File: config.mk
export PLATFORM = sky130hd
export DESIGN_NAME = mem_ctrl
export DESIGN_NICKNAME = d
export VERILOG_FILES = /design/src/rtl/mem_ctrl_pkg.sv /design/src/rtl/mem_arb.sv /design/src/rtl/mem_ctrl.sv
export SDC_FILE = /design/constraint.sdc
export NUM_CORES = 1
export LEC_CHECK = 0
export BUFFER_PORTS_ARGS = -buffer_cell sky130_fd_sc_hd__buf_2
export CORE_MARGIN = 2
export CORE_UTILIZATION = 51
export DETAILED_ROUTE_END_ITERATION = 12
export PLACE_DENSITY = 0.85
export SLEW_MARGIN = 20
export SYNTH_ARGS = -nofsm -noshare
export SYNTH_HDL_FRONTEND = slang
export SYNTH_SLANG_ARGS = --single-unit
File: constraint.sdc
create_clock -name clk -period 3.2 [get_ports clk]
set_input_delay 0.16 -clock clk [delete_from_list [all_inputs] [get_ports clk]]
set_output_delay 0.16 -clock clk [all_outputs]
set_load 0.01 [all_outputs]
File: src/rtl/mem_ctrl_pkg.sv
// Shared types and constants for the LC-3b byte-banked memory controller.
package mem_ctrl_pkg;

    typedef enum logic [1:0] {
        IDLE,
        ACCESS,
        DONE
    } state_t;

    typedef enum logic {
        PORT_IF = 1'b0,
        PORT_D  = 1'b1
    } port_t;

    localparam logic SZ_BYTE = 1'b0;
    localparam logic SZ_WORD = 1'b1;

    localparam int ROW_W = 8;
    localparam int CNT_W = 4;

    // Banks taking part in an access, returned as {hi, lo}.
    function automatic logic [1:0] bank_sel(input logic size, input logic a0);
        return {(size == SZ_WORD) || a0, (size == SZ_WORD) || !a0};
    endfunction

endpackage

File: src/rtl/mem_arb.sv
// Two-way alternating-priority arbiter between fetch and data ports.
module mem_arb
    import mem_ctrl_pkg::*;
(
    input  logic       clk,
    input  logic       reset,
    input  logic       if_req,
    input  logic       d_req,
    input  logic       en,
    output logic [1:0] grant     // bit 1 = data port, bit 0 = fetch port
);

    port_t last;

    // One-hot grant; on a tie the port not served last wins.
    always_comb begin
        // NOTE: assigning a default first keeps every path driven, so no latch is inferred.
        grant = 2'b00;
        if (en) begin
            if (if_req && d_req)
                grant = (last == PORT_IF) ? 2'b10 : 2'b01;
            else
                grant = {d_req, if_req};
        end
    end

    // Remember which port was granted most recently.
    always_ff @(posedge clk or posedge reset) begin
        // NOTE: state registers use non-blocking assignments so every flop samples pre-edge values.
        if (reset)
            last <= PORT_IF;
        else if (grant[1])
            last <= PORT_D;
        else if (grant[0])
            last <= PORT_IF;
    end

endmodule

File: src/rtl/mem_ctrl.sv
// Sequences fetch and data accesses onto the low/high byte banks with a
// programmable number of access cycles and a one-cycle ready pulse.
module mem_ctrl
    import mem_ctrl_pkg::*;
#(
    parameter int LATENCY = 2     // ACCESS cycles per transaction, 1..15
) (
    input  logic             clk,
    input  logic             reset,
    input  logic             if_req,
    input  logic [15:0]      if_addr,
    output logic [15:0]      if_rdata,
    output logic             if_ready,
    input  logic             d_req,
    input  logic             d_we,
    input  logic             d_size,
    input  logic [15:0]      d_addr,
    input  logic [15:0]      d_wdata,
    output logic [15:0]      d_rdata,
    output logic             d_ready,
    output logic [ROW_W-1:0] lo_addr,
    output logic [ROW_W-1:0] hi_addr,
    output logic [7:0]       lo_wdata,
    output logic [7:0]       hi_wdata,
    output logic             lo_write_n,
    output logic             hi_write_n,
    input  logic [7:0]       lo_rdata,
    input  logic [7:0]       hi_rdata
);

    state_t           state;
    port_t            port;
    logic             we;
    logic             size;
    logic             a0;
    logic [CNT_W-1:0] count;
    logic [1:0]       grant;
    logic [1:0]       d_sel;
    logic [1:0]       cur_sel;
    logic [15:0]      load_data;
    logic             unused_addr_bits;

    // Upper address bits alias and fetches are always word-aligned.
    assign unused_addr_bits = ^{if_addr[15:9], if_addr[0], d_addr[15:9]};

    assign d_sel     = bank_sel(d_size, d_addr[0]);
    assign cur_sel   = bank_sel(size, a0);
    assign load_data = (size == SZ_WORD) ? {hi_rdata, lo_rdata}
                                         : {8'h00, a0 ? hi_rdata : lo_rdata};

    mem_arb u_arb (
        .clk    (clk),
        .reset  (reset),
        .if_req (if_req),
        .d_req  (d_req),
        .en     (state == IDLE),
        .grant  (grant)
    );

    // Transaction FSM with all bank and port outputs registered.
    always_ff @(posedge clk or posedge reset) begin
        if (reset) begin
            state      <= IDLE;
            port       <= PORT_IF;
            we         <= 1'b0;
            size       <= SZ_BYTE;
            a0         <= 1'b0;
            count      <= '0;
            lo_addr    <= '0;
            hi_addr    <= '0;
            lo_wdata   <= '0;
            hi_wdata   <= '0;
            lo_write_n <= 1'b1;
            hi_write_n <= 1'b1;
            if_rdata   <= '0;
            d_rdata    <= '0;
            if_ready   <= 1'b0;
            d_ready    <= 1'b0;
        end else begin
            if_ready <= 1'b0;
            d_ready  <= 1'b0;
            case (state)
                IDLE: begin
                    if (grant != 2'b00) begin
                        count <= CNT_W'(LATENCY - 1);
                        state <= ACCESS;
                        if (grant[1]) begin
                            port     <= PORT_D;
                            we       <= d_we;
                            size     <= d_size;
                            a0       <= d_addr[0];
                            lo_addr  <= d_addr[8:1];
                            hi_addr  <= d_addr[8:1];
                            lo_wdata <= d_wdata[7:0];
                            hi_wdata <= (d_size == SZ_WORD) ? d_wdata[15:8] : d_wdata[7:0];
                            // With a single access cycle the strobe window opens right away.
                            if (LATENCY == 1 && d_we) begin
                                lo_write_n <= !d_sel[0];
                                hi_write_n <= !d_sel[1];
                            end
                        end else begin
                            port    <= PORT_IF;
                            we      <= 1'b0;
                            size    <= SZ_WORD;
                            a0      <= 1'b0;
                            lo_addr <= if_addr[8:1];
                            hi_addr <= if_addr[8:1];
                        end
                    end
                end
                ACCESS: begin
                    if (count == '0) begin
                        state      <= DONE;
                        lo_write_n <= 1'b1;
                        hi_write_n <= 1'b1;
                        if (!we) begin
                            if (port == PORT_IF)
                                if_rdata <= load_data;
                            else
                                d_rdata <= load_data;
                        end
                    end else begin
                        count <= count - 1'b1;
                        // Open the strobe for the final access cycle only.
                        if (count == CNT_W'(1) && we) begin
                            lo_write_n <= !cur_sel[0];
                            hi_write_n <= !cur_sel[1];
                        end
                    end
                end
                DONE: begin
                    if (port == PORT_IF)
                        if_ready <= 1'b1;
                    else
                        d_ready <= 1'b1;
                    state <= IDLE;
                end
                default: state <= IDLE;
            endcase
        end
    end

endmodule
==> flow_summary.toml <==
[setup_path]
critPathRequiredTime_ns = 3.43
endpoint_kind = "flip-flop"
crit_chain = "inv_1 -> ha_1 -> nor3b_1 -> nand4b_2 -> mux2_2"
critPathTopFamily = "simple AND/OR/NAND/NOR gates"
path_buf_inv = 1
startpoint_type = "flip-flop"
slowest_delay_ns = 0.56
crit_type = "reg2reg"
crit_fanout = 16
crit_slowest_cell = "nand4b_2"
r2r_slack_ns = 0.89
crit_arrival_ns = 2.53

[outcome]
outcome = "complete, no violations"

[power]
leakagePower_nw = 2.01
p_sw_share_pct = 36.0
combPwrFrac_pct = 40.9
p_sw_mw = 1.44
power_mw = 4.01
clockPowerShare_pct = 18.5
pwr-share-seq_pct = 40.6
p_per_area_nw_per_um2 = 987
internal_power_mw = 2.57
irDropWorstVdd_mv = 0.603

[die]
die-area_um2 = 6980
die_w_um = 83.5
coreArea_um2 = 6030
core.rowCount = 28
dieHeight_um = 83.5
initial_core_util_pct = 53.5
ios = 138

[sta]
slew_viol_final = 0
setup_tns_ns = 0
tightest_slew_ns = 0.698
setup_viol = 0
rsz0062_at_grt = "false"
skew_ns = 0.0122
period_needed_ns = 2.31
clock.fmax_ghz = 0.434
hold_violations = 0
slew_headroom_pct = 53.3
fin_crit_sh_pct = 72.0

[synthesis]
syn_avg_cell_area_um2 = 13.1
ys_seq_area_share_pct = 55.2
synth-edff-count = 0
synth_cells = 246
ys_warn_count = 0
syn_area_um2 = 3230
synth_seq_cells = 71
syn-num-nets = 319
synth-async-reset-ratio_pct = 100
synth-main-ff-cell = "dfrtp_1"
synth.distinct_cells = 36

[routing]
wl_met2_mm = 3.70
top_layer_used = "met4"
num_vias = 2399
wl_met3_um = 321
drtAntennaViolNets = 0
first_pass_iters = 4
drt_iter0_drc = 119
drc = 0
wl_per_cell_um = 16.1
drt-total-wl_mm = 7.11
post_drt_via_cell_ratio = 5.43
wl_met1_mm = 2.91

[placed_design]
finalWeightedCongestion = 0.854
hpwl_mm = 5.05
portBuffers = 122
post-place-cells = 425

[grt]
grt_first_pass_wirelength_mm = 11.8
track_usage_pct = 20.9
grt_pass1_vias = 2472
antenna_found_initial = 0
overflow = 0
grt_max_degree = 72

[clocking]
cts_inserted_buffers = 9
cts_tree = "built"
clockRootBuffer = "clkbuf_8"
cts_num_sinks = 71
cts.repair.resized = 0
clk_path_buf_depth = 2
htreeDepth = 3
clk_pin_slew_ns = 0.07
clk_latency_ns = 0.35

[cells_and_area]
stdcell_count = 442
area_growth_pct = 25.9
n_antenna_cell = 0
layout.area.seq_um2 = 1780
multi_input_area_um2 = 1270
drive_above_1_share_pct = 58.0
nFillCells = 474
fin_nets = 435

[min_path]
hold_class = "in2reg"

[job]
maxCapViolations = 0
through the flow:
step,worst slack [ns],area (um^2),hold WS (ns),utilization [%]
floorplan,1.14,3230,0.300,-
global placement,1.05,3840,0.268,63.8
detailed placement,0.925,3840,0.271,63.8
CTS,0.861,4060,0.0334,67.4
global route,0.734,4060,0.0452,67.4
finish,0.895,4060,0.0371,67.4
sequential cells by signal, summed over array words and instances, names as in the netlist:
register,count
d_rdata,16
if_rdata,16
hi_addr,8
hi_wdata,8
lo_wdata,8
count,4
state,2
a0,1
d_ready,1
hi_write_n,1
if_ready,1
lo_write_n,1
port,1
size,1
u_arb.last,1
we,1
power groups by stage:
stage | logic (mW) | clock network [mW] | registers (mW)
6_report | 1.64 | 0.743 | 1.63
5_1_grt | 1.79 | 0.790 | 1.69
4_1_cts | 1.67 | 0.748 | 1.62
3_5_place_dp | 1.66 | 0 | 1.64
3_3_place_gp | 1.59 | 0 | 1.62
2_1_floorplan | 0.940 | 0 | 1.76
worst reg2reg max path, delay by kind of cell, from the launching register on:
family        cells  cell delay, ns
fa+ha+maj         1            0.17
buf+inv           1            0.11
flops             1            0.42
mux               1            0.48
simple gates      2            1.01
placed cells by master, fill, tap and decap left out, drive strengths merged, types with 6 or more instances in the layout:
| master | instances |
|---|---|
| buf | 125 |
| inv | 14 |
| and2 | 8 |
| dfrtp | 69 |
| o2111ai | 8 |
| mux2 | 65 |
| nand3 | 6 |
| clkbuf | 11 |
| o21ai | 13 |
| o211ai | 8 |
path summary, 6_finish.rpt:
kind	to	startpoint	cells after the start
worst max-delay path	d_rdata[11]$_DFFE_PP0P_	count[0]$_DFFE_PP0P_	5
worst min-delay path	we$_DFFE_PP0P_	d_we	2
worst max register to register	d_rdata[11]$_DFFE_PP0P_	count[0]$_DFFE_PP0P_	5
worst min register to register	lo_wdata[6]$_DFFE_PP0P_	lo_wdata[6]$_DFFE_PP0P_	1
max in group asynchronous	hi_write_n$_DFFE_PP1P_	reset	4
min in group asynchronous	hi_wdata[4]$_DFFE_PP0P_	reset	4
synthesized netlist by cell type (all sizes together) (2+ instances only):
master	instances	area share, %
dfrtp	69	54
o2111ai	8	2.2
mux2i	2	0.62
a21o	2	0.47
nor3b	2	0.47
nand3	6	0.93
nand2	2	0.23
nor2	3	0.35
ha	3	1.2
o21ai	13	2.0
buf	15	3.1
mux2	65	23
inv	14	1.6
o211ai	8	1.9
dfstp	2	1.6
a22o	2	0.54
and2	8	1.6
nand2b	2	0.39
clkbuf	6	0.70
cell families (layout without fill, tap and decap cells):
| family | after synthesis | after routing | synth area share, % |
|---|---|---|---|
| DFF | 71 | 71 | 55.2 |
| muxes | 67 | 67 | 23.3 |
| AOI/OAI and AO/OA | 36 | 36 | 7.76 |
| buffers and inverters | 35 | 156 | 5.43 |
| and+or+nand+nor | 34 | 34 | 7.18 |
| adders and majority gates | 3 | 3 | 1.16 |
repair_timing:
| action | CTS | global route |
|---|---|---|
| hold buffers | 1 | 0 |
| endpoints found under the hold margin | 69 | 0 |
| setup buffers | 0 | 0 |
metal layers:
layer / global-route usage [%] / up-vias
li1: - / 1113
met1: 25.0 / 1181
met2: 36.4 / 86
met3: 4.15 / 19
met4: 9.38 / 0
met5: 0 / -
area by class of cell:
class | count | area share, %
Clock inverter | 5 | 1.39
Timing Repair Buffer | 126 | 16.1
Inverter | 14 | 1.29
Sequential cell | 71 | 43.8
Multi-Input combinational cell | 140 | 31.3
Tap cell | 75 | 2.31
Clock buffer | 11 | 3.73
Note: power is estimated with default switching activity, not from simulation.
